[src/rtl/pipe_stage_reg.sv]
// rtl/pipe_stage_reg.sv - two-entry (main + skid) pipeline stage with stall, flush and drop counter; optional counter via PIPE_STAGE_DROP_CNT_EN
module pipe_stage_reg #(
    parameter int WIDTH = 32,
    parameter int CNT_W = 8
) (
    input  logic             clk,
    input  logic             reset,
    input  logic             in_valid,
    input  logic [WIDTH-1:0] in_data,
    output logic             in_ready,
    output logic             out_valid,
    output logic [WIDTH-1:0] out_data,
    input  logic             out_ready,
    input  logic             stall,
    input  logic             flush,
    output logic [CNT_W-1:0] drop_cnt,
    output logic             flush_seen
);

    logic             main_valid;
    logic [WIDTH-1:0] main_data;
    logic             skid_valid;
    logic [WIDTH-1:0] skid_data;
    logic             accept;
    logic             drain;

    // Skid must be free to take a beat; stall and flush both refuse new input.
    assign in_ready  = !skid_valid && !stall && !flush;
    // Reset gating keeps out_valid low before the first reset edge has cleared main_valid.
    assign out_valid = main_valid && !stall && !reset;
    assign out_data  = main_data;

    assign accept = in_valid && in_ready;
    assign drain  = out_valid && out_ready;

    // Main/skid storage: flush clears valids only, stall freezes everything.
    always_ff @(posedge clk) begin
        if (reset) begin
            main_valid <= 1'b0;
            main_data  <= '0;
            skid_valid <= 1'b0;
            skid_data  <= '0;
        end else if (flush) begin
            main_valid <= 1'b0;
            skid_valid <= 1'b0;
        end else if (!stall) begin
            if (drain) begin
                if (skid_valid) begin
                    // Skid beat is older than any incoming beat, so it moves up first.
                    main_data  <= skid_data;
                    main_valid <= 1'b1;
                    skid_valid <= accept;
                    if (accept) begin
                        skid_data <= in_data;
                    end
                end else begin
                    main_valid <= accept;
                    if (accept) begin
                        main_data <= in_data;
                    end
                end
            end else if (accept) begin
                if (!main_valid) begin
                    main_data  <= in_data;
                    main_valid <= 1'b1;
                end else begin
                    skid_data  <= in_data;
                    skid_valid <= 1'b1;
                end
            end
        end
    end

    // Sticky record that a flush has ever happened since reset.
    always_ff @(posedge clk) begin
        if (reset) begin
            flush_seen <= 1'b0;
        end else if (flush) begin
            flush_seen <= 1'b1;
        end
    end

`ifdef PIPE_STAGE_DROP_CNT_EN
    logic [1:0]       n_held;
    logic [CNT_W:0]   cnt_sum;
    logic [CNT_W-1:0] cnt_reg;

    assign n_held  = {1'b0, main_valid} + {1'b0, skid_valid};
    assign cnt_sum = {1'b0, cnt_reg} + (CNT_W+1)'(n_held);

    // Count beats discarded by flush, saturating at all-ones.
    always_ff @(posedge clk) begin
        if (reset) begin
            cnt_reg <= '0;
        end else if (flush) begin
            if (cnt_sum[CNT_W]) begin
                cnt_reg <= {CNT_W{1'b1}};
            end else begin
                cnt_reg <= cnt_sum[CNT_W-1:0];
            end
        end
    end

    assign drop_cnt = cnt_reg;
`else
    assign drop_cnt = '0;
`endif

endmodule
[config.mk]
export PLATFORM = sky130hd
export DESIGN_NAME = pipe_stage_reg
export DESIGN_NICKNAME = d
export VERILOG_FILES = /design/src/rtl/pipe_stage_reg.sv
export SDC_FILE = /design/constraint.sdc
export NUM_CORES = 1
export LEC_CHECK = 0
export BUFFER_PORTS_ARGS = -buffer_cell sky130_fd_sc_hd__buf_2
export CELL_PAD_IN_SITES_DETAIL_PLACEMENT = 1
export CELL_PAD_IN_SITES_GLOBAL_PLACEMENT = 2
export CORE_ASPECT_RATIO = 1.4
export CORE_MARGIN = 5
export CORE_UTILIZATION = 32
export CTS_BUF_LIST = sky130_fd_sc_hd__clkbuf_8
export DETAILED_ROUTE_END_ITERATION = 7
export PLACE_DENSITY = 0.85
export SETUP_SLACK_MARGIN = 0.2
export SLEW_MARGIN = 0
export SYNTH_ARGS = -nofsm -noshare
export SYNTH_HDL_FRONTEND = slang
export SYNTH_SLANG_ARGS = --single-unit
export TNS_END_PERCENT = 20
[constraint.sdc]
create_clock -name clk -period 4.3 [get_ports clk]
set_input_delay 0.215 -clock clk [delete_from_list [all_inputs] [get_ports clk]]
set_output_delay 0.215 -clock clk [all_outputs]
set_load 0.02 [all_outputs]
Word-level counts from Yosys, hierarchy flattened
Cells that the tools add are included.
W data, S select, Z words.

storage, ports and cells
  flip-flop bits (word level) = 67
  input bits = 38
  output and inout bits = 43
  word-level logic and storage cells = 43

cells by class
  eq/ne operators = 2
  muxes and demuxes = 16
  bitwise gates (word level) = 2
  reduce and logical (&&, ||, !) cells = 18

operators by type and width
  cell                  count
  $mux W32              9
  $reduce_and A5 Y1     2
  $mux W1               7
  $logic_and A1 B1 Y1   6
  $reduce_bool A2 Y1    3
  $logic_not A1 Y1      4
  $reduce_and A3 Y1     1
  $ne A2 B1 Y1 const B  1
  $ne A2 B2 Y1 const B  1
  $not A1 Y1            2
  $reduce_and A2 Y1     1
  $reduce_or A2 Y1      1

Depth between registers and ports, before layout
Gate-level depths: netlist of run 1.

  depth in word-level cells = 7
  mapped depth = 7
  gate-level depth less buffers = 4

Worst setup path after synthesis of run 1
Ideal clock, no wire load.

  path kind = flip-flop to flip-flop
  from = register skid_valid
  to = register main_data[24] (netlist: out_data[24])
  library setup time = 0.088 ns
  data arrival time = 1.587 ns
  data required time = 4.212 ns
  path slack = 2.625 ns
  cell stages (with the launch flop) = 7
  buffers on the path = 2
  period minus slack after synthesis = 1.675 ns
  cells stage by stage = dfxtp_1 > buf_2 > mux2i_1 > a2111oi_4 > buf_6 > nor2_1 > a311oi_2

between the ends
  word-level cells in the longest chain between the ends = 6
  elaborated cells on any way between the ends = 9
  classes of those cells = mux (2); reduce/logical (7)

ends and longest elaborated chain
  item                                 line  source
  start, declared                      22    logic skid_valid;
  start signal, assigned               52    skid_valid <= accept;
  $logic_not A1 Y1                     28    assign in_ready = !skid_valid && !stall && !flush;
  $logic_and A1 B1 Y1 (2 in series)    28
  $logic_and A1 B1 Y1                  33    assign accept = in_valid && in_ready;
  $reduce_bool A2 Y1 (no source line)  -
  $reduce_and A5 Y1 (no source line)   -
  end signal, assigned                 50    main_data <= skid_data;
  end signal, assigned                 59    main_data <= in_data;
  end signal, assigned                 64    main_data <= in_data;
  end, declared                        21    logic [WIDTH-1:0] main_data;

Parallel ways exist; a longest one is shown, timed or not.
A chain may end at the register's enable or synchronous reset.

Worst setup path in the final report of run 1
  from = register main_valid
  to = register main_data[23] (netlist: out_data[23])

between the ends
  word-level cells in the longest chain between the ends = 5
  elaborated cells on any way between the ends = 7
  classes of those cells = eq/ne (1); mux (1); reduce/logical (5)

ends and longest elaborated chain
  item                                                                 line  source
  start, declared                                                      20    logic main_valid;
  start signal, assigned                                               57    main_valid <= accept;
  $logic_and A1 B1 Y1 (2 in series)                                    30    assign out_valid = main_valid && !stall && !reset;
  $logic_and A1 B1 Y1                                                  34    assign drain = out_valid && out_ready;
  $ne A2 B1 Y1 (no source line) or $reduce_bool A2 Y1 (tied branches)  -
  $reduce_and A5 Y1 (no source line)                                   -

Parallel ways exist; a longest one is shown, timed or not.

==> flow_summary_export.csv, run 1 <==
group,metric,value,unit
status,status,"finished, final reports clean",
yosys,yosysTopAreaCell,"dfxtp_1",
cells_and_area,nNetsFinal,445,
yosys,synthTopCellsByArea,"dfxtp_1 (49%), nand2_1 (18%), a311oi_1 (9.9%)",
sta,final_max_slew_viol_count,0,
drt,drtPass1Iterations,4,
sta,hold_violations,0,
worst_setup_path,r2r-start,"main_valid$_SDFFE_PP0P_",
pwr,clkPwrFrac,0.411,
worst_setup_path,cp-start-kind,"flip-flop",
yosys,syn_inst,348,
yosys,synth_edf_count,0,
die,fp-row-count,40,
yosys,avgSynthCellArea,7.867,um^2
pwr,peakVddDrop,0.0001425,V
worst_setup_path,critPathRequiredTime,4.54,ns
worst_setup_path,path_class,"reg2reg",
grt,gr-usage-all-layers,0.1521,
cells_and_area,regArea,1341,um^2
worst_setup_path,reg2reg_slack,1.94,ns
clock_network,cts_tree,"yes",
sta,report.final.setup_viol,0,
yosys,ys.flop_type,"dfxtp_1",
yosys,synth_common_cells,"nand2_1 (129), dfxtp_1 (67), nor2_1 (35)",
cells_and_area,fin_util,0.3910,
cells_and_area,layout-drive-gt1-share,0.2330,
drt,initialDrtViolationCount,127,
drt,avgRoutedWirePerCell,14.90,um
sta,finClkSkew,0.007957,ns
die,pin_count,81,
die,die_w,88.17,um
cells_and_area,stdcell_count,517,
place,place_congestion,0.7236,
clock_network,cts-buffers-inserted,9,
cells_and_area,syn_to_final_growth,20.80,%
pwr,finalPower,1.308,mW
cells_and_area,insertedDiodeCount,0,
clock_network,post_cts_resized,0,
die,dieHeight,119.4,um
sta,post-route-min-period,2.356,ns
worst_setup_path,ff2ff_path_depth,5,
yosys,synthMostInstantiatedCell,"nand2_1",
die,dieArea,10530,um^2
sta,fin_crit_sh,0.5480,
drt,viasPerCell,4.934,
grt,grt-ovfl-total,0,
pwr,switching_share,0.2532,
worst_setup_path,endpoint_kind,"flip-flop",
cells_and_area,multi_input_area,1225,um^2
clock_network,insertion_delay,0.34,ns
pwr,pwr-share-comb,0.094,
clock_network,cts_buffer_depth,2,
pwr,internal_power,0.9769,mW
drt,met1_length,3266,um
clock_network,postCtsHoldBufs,0,
clock_network,cts-root-buf,"clkbuf_8",
hold_path,hold_start,"in_data[15]",
place,hpwl,5043,um
cells_and_area,fillers,1075,
grt,grt_max_degree,70,
hold_path,hold_path_class,"in2reg",
drt,dr.max_layer_used,"met4",
clock_network,post-cts-setup-buffers,0,
sta,setup_tns,0,ns
place,io_buffer_count,72,
flow_run,cap_viol_max_count,0,
yosys,yosysTopAreaCellShare,0.4899,
place,dp_cells,501,
yosys,synth_seq_area_share,0.4899,
grt,antenna_found_initial,0,
sta,worstMarginPinSlew,0.8960,ns
clock_network,cts.sinks,67,
yosys,synthArstFlopShare,0,
worst_setup_path,r2r-end,"out_data[23]$_SDFFE_PP0P_",
hold_path,hold_end,"skid_data[15]$_SDFFE_PP0P_",
clock_network,clkTransAtPathRegs,0.08,ns
drt,wl_met2,3935,um
hold_path,hold_depth,3,
drt,num_vias,2551,
die,core-area,8458,um^2
sta,slew_headroom,0.4027,
grt,grt_pass1_vias,2570,
pwr,switching_power,0.3312,mW
drt,drt_drc_violations_left,0,
grt,grt_pass1_wl,12560,um
yosys,ys_seq_elements,67,
pwr,p_leak,1.327,nW
yosys,syn_area,2738,um^2
place,dp_slack,1.831,ns
die,start_util,0.3237,
drt,met3_length,313,um
yosys,yosys_warnings,0,
yosys,synth_cell_types,23,
worst_setup_path,crit_fanout,22,
sta,max_freq,424.4,MHz
pwr,powerDensity,395.6,nW/um^2
sta,setup_slack,1.944,ns
clock_network,h-tree-depth,3,
drt,ant_nets,0,
drt,wirelength,7701,um
pwr,power.share.sequential,0.494,
sta,rsz0062_at_grt,"no",
worst_setup_path,cp.arrival,2.60,ns
==> layer usage <==
metal / vias up / track usage
met4: 0 / 0.07750
met2: 58 / 0.2547
met5: - / 0
met1: 1208 / 0.1782
met3: 12 / 0.03253
li1: 1273 / -
==> registers in the layout, summed over array words and instances, names as in the netlist <==
register	flops
flush_seen	1
main_valid	1
out_data	32
skid_data	32
skid_valid	1
==> critical path, stage by stage (launching register included) <==
cell      delay, ns
dfxtp_1        0.44
nor4bb_1       0.36
and2_1         0.78
buf_4          0.33
nand2_1        0.08
a311oi_1       0.27
==> layout by cell type (no fill, tap or decap), drive strengths merged <==
master   count
o31a         1
a21oi       34
nor3         2
inv          1
nand2      129
nor2        35
nor2b        2
conb         8
mux2i        1
dfxtp       67
buf         78
a311oi      32
and2         1
nor4bb       1
clkbuf      11
bufinv       1
a2111oi      2
nand2b       1
and4         1
nand4        1
clkinv       3
==> final cells by class <==
class | count | share of cell area
multi-input combinational | 251 | 0.3704
sequential | 67 | 0.4056
tap | 105 | 0.03973
clock buffer | 11 | 0.04578
clock inverter | 5 | 0.01589
timing repair buffer | 78 | 0.1226
==> kinds of logic (layout without fill, tap and decap cells) <==
family                 after synthesis  in the layout  synth area share
buffers and inverters               37             94           0.07221
AND/OR/NAND/NOR                    173            173            0.2495
multiplexers                         1              1          0.003656
other                                1              8          0.001370
flip-flops                          67             67            0.4899
AO/OA/AOI/OAI                       69             69            0.1833
==> how the worst max path moves through the flow <==
stage / cells past startpoint / end / start
floorplan: 6 / out_data[24]$_SDFFE_PP0P_ / skid_valid$_SDFFE_PP0P_
global placement: 7 / skid_data[12]$_SDFFE_PP0P_ / reset
detailed placement: 7 / skid_data[30]$_SDFFE_PP0P_ / reset
CTS: 5 / out_data[23]$_SDFFE_PP0P_ / main_valid$_SDFFE_PP0P_
global route: 5 / out_data[23]$_SDFFE_PP0P_ / main_valid$_SDFFE_PP0P_
finish: 5 / out_data[23]$_SDFFE_PP0P_ / main_valid$_SDFFE_PP0P_
==> through the flow <==
step | instance area [um^2] | hold slack (ns)
CTS | 3307 | 0.1009
floorplan | 2764 | 0.2943
detailed placement | 3103 | 0.4477
finish | 3307 | 0.1171
global route | 3307 | 0.1115
global placement | 3103 | 0.4418
==> power groups by stage <==
stage                     clock [mW]  sequential [mW]  combinational (mW)
after floorplan                    0            0.680              0.0607
after global placement             0            0.661               0.122
after detailed placement           0            0.661               0.125
after CTS                      0.555            0.647               0.126
after global routing           0.577            0.648               0.137
final                          0.538            0.647               0.123
Power figures use the tool's default switching activity.
==> run 2: changes to the inputs <==
CORE_UTILIZATION = 27   (was 32)
PLACE_DENSITY = 0.76   (was 0.85)
clock period = 2.15 ns   (was 4.3 ns; I/O delays follow)
==> run 2 against run 1 <==
  * Via count increased by 2.3%
  * Combinational power up 110%
  * Global-route usage fell by 2.1 points
  * Register-to-register slack got worse by 1.6 ns
  * Non-clock buffer count grew 12
  * Flip-flop and latch count is the same
  * Largest cell class unchanged
  * Sequential share of layout area shrank 2.2 points
  * Die area is 17% higher
  * Critical path depth is the same
  * Routed wire length fell by 1.2%
  * First-iteration DRC count increased by 13%
==> flow_summary_export.csv, run 2 (synthesis gave the netlist of run 1 again) <==
group,metric,value,unit
cells_and_area,nNetsFinal,457,
clock_network,postCtsHoldBufs,8,
sta,worstMarginPinSlew,0.5587,ns
hold_path,hold_path_class,"in2reg",
sta,finClkSkew,0.007006,ns
cells_and_area,insertedDiodeCount,0,
status,status,"finished, final reports clean",
worst_setup_path,r2r-start,"skid_valid$_SDFFE_PP0P_",
drt,viasPerCell,4.669,
worst_setup_path,cp-start-kind,"flip-flop",
die,dieHeight,129.1,um
drt,num_vias,2610,
sta,rsz0062_at_grt,"no",
die,pin_count,81,
grt,gr-usage-all-layers,0.1309,
place,place_congestion,0.7460,
clock_network,insertion_delay,0.34,ns
sta,fin_crit_sh,0.8214,
grt,grt_pass1_vias,2555,
place,postPlaceCellArea,3201,um^2
worst_setup_path,startpoint,"skid_valid$_SDFFE_PP0P_",
clock_network,cts_tree,"yes",
worst_setup_path,endpoint_kind,"flip-flop",
clock_network,cts-buffers-inserted,9,
die,die_w,95.10,um
clock_network,post_cts_resized,0,
die,core-area,9899,um^2
cells_and_area,final_common_cell,"nand2_1",
grt,grt_max_degree,52,
drt,drtPass1Iterations,4,
cells_and_area,syn_to_final_growth,27.74,%
clock_network,clkTransAtPathRegs,0.07,ns
cells_and_area,layout_common_cells,"nand2_1 (129), buf_2 (72), dfxtp_1 (67), nor2_1 (35), a21oi_1 (34)",
cells_and_area,design_area,3497,um^2
clock_network,cts_buffer_depth,2,
pwr,p_leak,1.397,nW
die,fp-row-count,43,
flow_run,cap_viol_max_count,0,
place,hpwl,5113,um
pwr,powerDensity,752.7,nW/um^2
sta,final_max_slew_viol_count,0,
die,start_util,0.2765,
worst_setup_path,critPathRequiredTime,2.39,ns
cells_and_area,fin_util,0.3533,
drt,wirelength,7609,um
sta,setup_tns,0,ns
sta,slew_headroom,0.6275,
sta,post-route-min-period,1.766,ns
clock_network,h-tree-depth,3,
worst_setup_path,path_class,"reg2reg",
worst_setup_path,crit_fanout,14,
grt,antenna_found_initial,0,
grt,grt-ovfl-total,0,
pwr,peakVddDrop,0.0002396,V
hold_path,hold_start,"in_data[10]",
cells_and_area,layout-drive-gt1-share,0.2288,
grt,grt_pass1_wl,12360,um
drt,ant_nets,0,
sta,max_freq,566.3,MHz
place,io_buffer_count,72,
worst_setup_path,cp.arrival,2.00,ns
sta,hold_violations,0,
clock_network,cts.sinks,67,
drt,initialDrtViolationCount,143,
die,dieArea,12280,um^2
clock_network,cts-root-buf,"clkbuf_8",
sta,report.final.setup_viol,0,
drt,drt_drc_violations_left,0,
drt,avgRoutedWirePerCell,13.61,um
clock_network,post-cts-setup-buffers,0,
[run 2: worst paths after layout]
check	to	slack, ns	depth (start not counted)
min reg2reg	skid_data[30]$_SDFFE_PP0P_	0.46	2
max reg2reg	out_data[20]$_SDFFE_PP0P_	0.38	5
min	skid_data[10]$_SDFFE_PP0P_	0.02	3
max	out_data[20]$_SDFFE_PP0P_	0.38	5
[run 2: power breakdown]
| part | switching [mW] | internal, mW | leakage (nW) |
|---|---|---|---|
| clock | 0.459 | 0.619 | 0.116 |
| sequential | 0.0174 | 1.28 | 0.544 |
| combinational | 0.162 | 0.0992 | 0.737 |
| total | 0.639 | 1.99 | 1.40 |
[run 2: layout make-up]
type	instances	area [um^2]
tap	135	168.9
multi-input combinational	251	1225
sequential	67	1341
fill	1268	6402
clock inverter	4	41.29
clock buffer	12	165.2
timing repair buffer	90	555.5
[run 2: stage by stage]
step	hold WS [ns]	setup slack, ns	instances	power (mW)
detailed placement	0.3688	0.3982	534	1.575
floorplan	0.1868	0.4753	355	1.481
CTS	0.00001307	0.3680	558	2.686
global placement	0.3616	0.4684	534	1.569
finish	0.01920	0.3841	559	2.632
global route	0.007154	0.2045	559	2.785
[run 2: routing by layer]
metal	GRT usage	vias to the layer above	routed length (um)
li1	-	1295	-
met1	0.1487	1245	3260
met2	0.2173	59	3810
met3	0.04007	11	358
met4	0.07052	0	180
met5	0	-	0
[run 2: critical path, stage by stage (launching register included)]
cell	delay (ns)
dfxtp_1	0.46
mux2i_1	0.16
a2111oi_4	0.44
buf_4	0.28
nor2_1	0.06
a311oi_1	0.27
==> run 3: changes to the inputs <==
CORE_UTILIZATION = 30   (was 27)
PLACE_DENSITY = 0.8   (was 0.76)
clock period = 1.7 ns   (was 2.15 ns; I/O delays follow)
==> run 3 against run 2 <==
  * Final cell count increased by 2.0%
  * Critical path type unchanged
  * Global-route usage increased by 3.4 points
  * Sequential power is 27% higher
==> flow_summary_export.csv, run 3 (synthesis gave the netlist of run 1 again) <==
group,metric,value,unit
status,status,"finished, final reports clean",
pwr,peakVddDrop,0.0003922,V
pwr,p_leak,1.636,nW
drt,viasPerCell,4.888,
drt,avgRoutedWirePerCell,15.88,um
clock_network,cts.sinks,67,
worst_setup_path,cp-start-kind,"flip-flop",
drt,wirelength,9049,um
worst_setup_path,endpoint_kind,"flip-flop",
sta,report.final.setup_viol,0,
sta,rsz0062_at_grt,"yes",
sta,fin_crit_sh,0.8879,
die,start_util,0.3049,
place,hpwl,5328,um
clock_network,clkTransAtPathRegs,0.06,ns
worst_setup_path,crit_fanout,8,
drt,drtPass1Iterations,4,
pwr,powerDensity,848.7,nW/um^2
die,core-area,8977,um^2
die,dieHeight,123.0,um
cells_and_area,nNetsFinal,497,
sta,post-route-min-period,1.509,ns
clock_network,insertion_delay,0.35,ns
cells_and_area,design_area,4011,um^2
cells_and_area,layout_common_cells,"nand2_1 (129), buf_2 (72), dfxtp_1 (65), a21oi_1 (34), dlygate4sd3_1 (31)",
grt,grt_max_degree,66,
place,postPlaceCellArea,3219,um^2
grt,antenna_found_initial,0,
die,fp-row-count,41,
place,place_congestion,0.7800,
pwr,finalPower,3.404,mW
clock_network,h-tree-depth,3,
flow_run,cap_viol_max_count,0,
clock_network,cts-buffers-inserted,9,
hold_path,hold_path_class,"in2reg",
drt,drt_drc_violations_left,0,
drt,ant_nets,0,
place,io_buffer_count,72,
die,pin_count,81,
grt,grt-ovfl-total,0,
sta,max_freq,662.5,MHz
cells_and_area,final_common_cell,"nand2_1",
sta,worstMarginPinSlew,0.7145,ns
clock_network,cts-root-buf,"clkbuf_8",
grt,grt_pass1_wl,14490,um
clock_network,cts_tree,"yes",
place,dp_slack,0.1171,ns
worst_setup_path,cp.arrival,1.71,ns
sta,setup_tns,0,ns
grt,grt_pass1_vias,2890,
cells_and_area,layout-drive-gt1-share,0.2786,
drt,initialDrtViolationCount,86,
clock_network,cts_buffer_depth,2,
sta,final_max_slew_viol_count,0,
sta,hold_violations,0,
sta,finClkSkew,0.007186,ns
drt,num_vias,2786,
die,die_w,90.74,um
cells_and_area,syn_to_final_growth,46.53,%
die,dieArea,11160,um^2
grt,gr-usage-all-layers,0.1649,
cells_and_area,insertedDiodeCount,0,
sta,slew_headroom,0.5236,
worst_setup_path,path_class,"reg2reg",
worst_setup_path,critPathRequiredTime,1.90,ns
sta,setup_slack,0.1905,ns
[run 3: through the flow]
stage | utilization | hold slack [ns] | std cells
global placement | 0.3586 | 0.3387 | 511
floorplan | - | 0.1643 | 355
detailed placement | 0.3586 | 0.3444 | 511
CTS | 0.4376 | 0.0006393 | 567
global route | 0.4468 | 0.003542 | 570
finish | 0.4468 | 0.01530 | 570
[run 3: repair_timing]
action | CTS | global route
gates resized for setup | 11 | 12
gates cloned | 4 | 0
buffers inserted | 6 | 3
endpoints found under the hold margin | 41 | 0
pin swaps | 4 | 9
hold buffers | 31 | 0
endpoints found under the setup margin | 60 | 65
[run 3: cell type report]
class	instances	area, um^2
Clock buffer	11	151.4
Sequential cell	67	1344
Fill cell	1057	4966
Timing Repair Buffer	130	1056
Tap cell	107	133.9
Multi-Input combinational cell	251	1284
Clock inverter	4	42.54
[run 3: path summary, 6_finish.rpt]
| kind | startpoint | to | slack (ns) | cells after the start |
|---|---|---|---|---|
| worst min register to register | skid_data[26]$_SDFFE_PP0P_ | skid_data[26]$_SDFFE_PP0P_ | 0.46 | 2 |
| worst max register to register | main_valid$_SDFFE_PP0P_ | out_data[27]$_SDFFE_PP0P_ | 0.19 | 7 |
| worst min-delay path | in_data[30] | skid_data[30]$_SDFFE_PP0P_ | 0.02 | 3 |
| worst max-delay path | main_valid$_SDFFE_PP0P_ | out_data[27]$_SDFFE_PP0P_ | 0.19 | 7 |
[run 3: metal layers]
layer  up-vias  wire length (um)  global-route usage
li1       1374                 -                   -
met1      1338              3655              0.1782
met2        60              4861              0.3050
met3        14               364             0.03652
met4         0               167             0.07449
met5         -                 0                   0
[run 3: critical path, cell delays in order, from the launching register on]
cell and delay (ns):
dfxtp_2 0.33, buf_6 0.12, a2111oi_4 0.29, buf_6 0.19, buf_6 0.12, buf_12 0.10
buf_16 0.12, a311oi_1 0.08
[run 3: power breakdown]
| part | internal, mW | switching (mW) |
|---|---|---|
| Combinational | 0.204 | 0.239 |
| Sequential | 1.61 | 0.0249 |
| Clock | 0.737 | 0.586 |
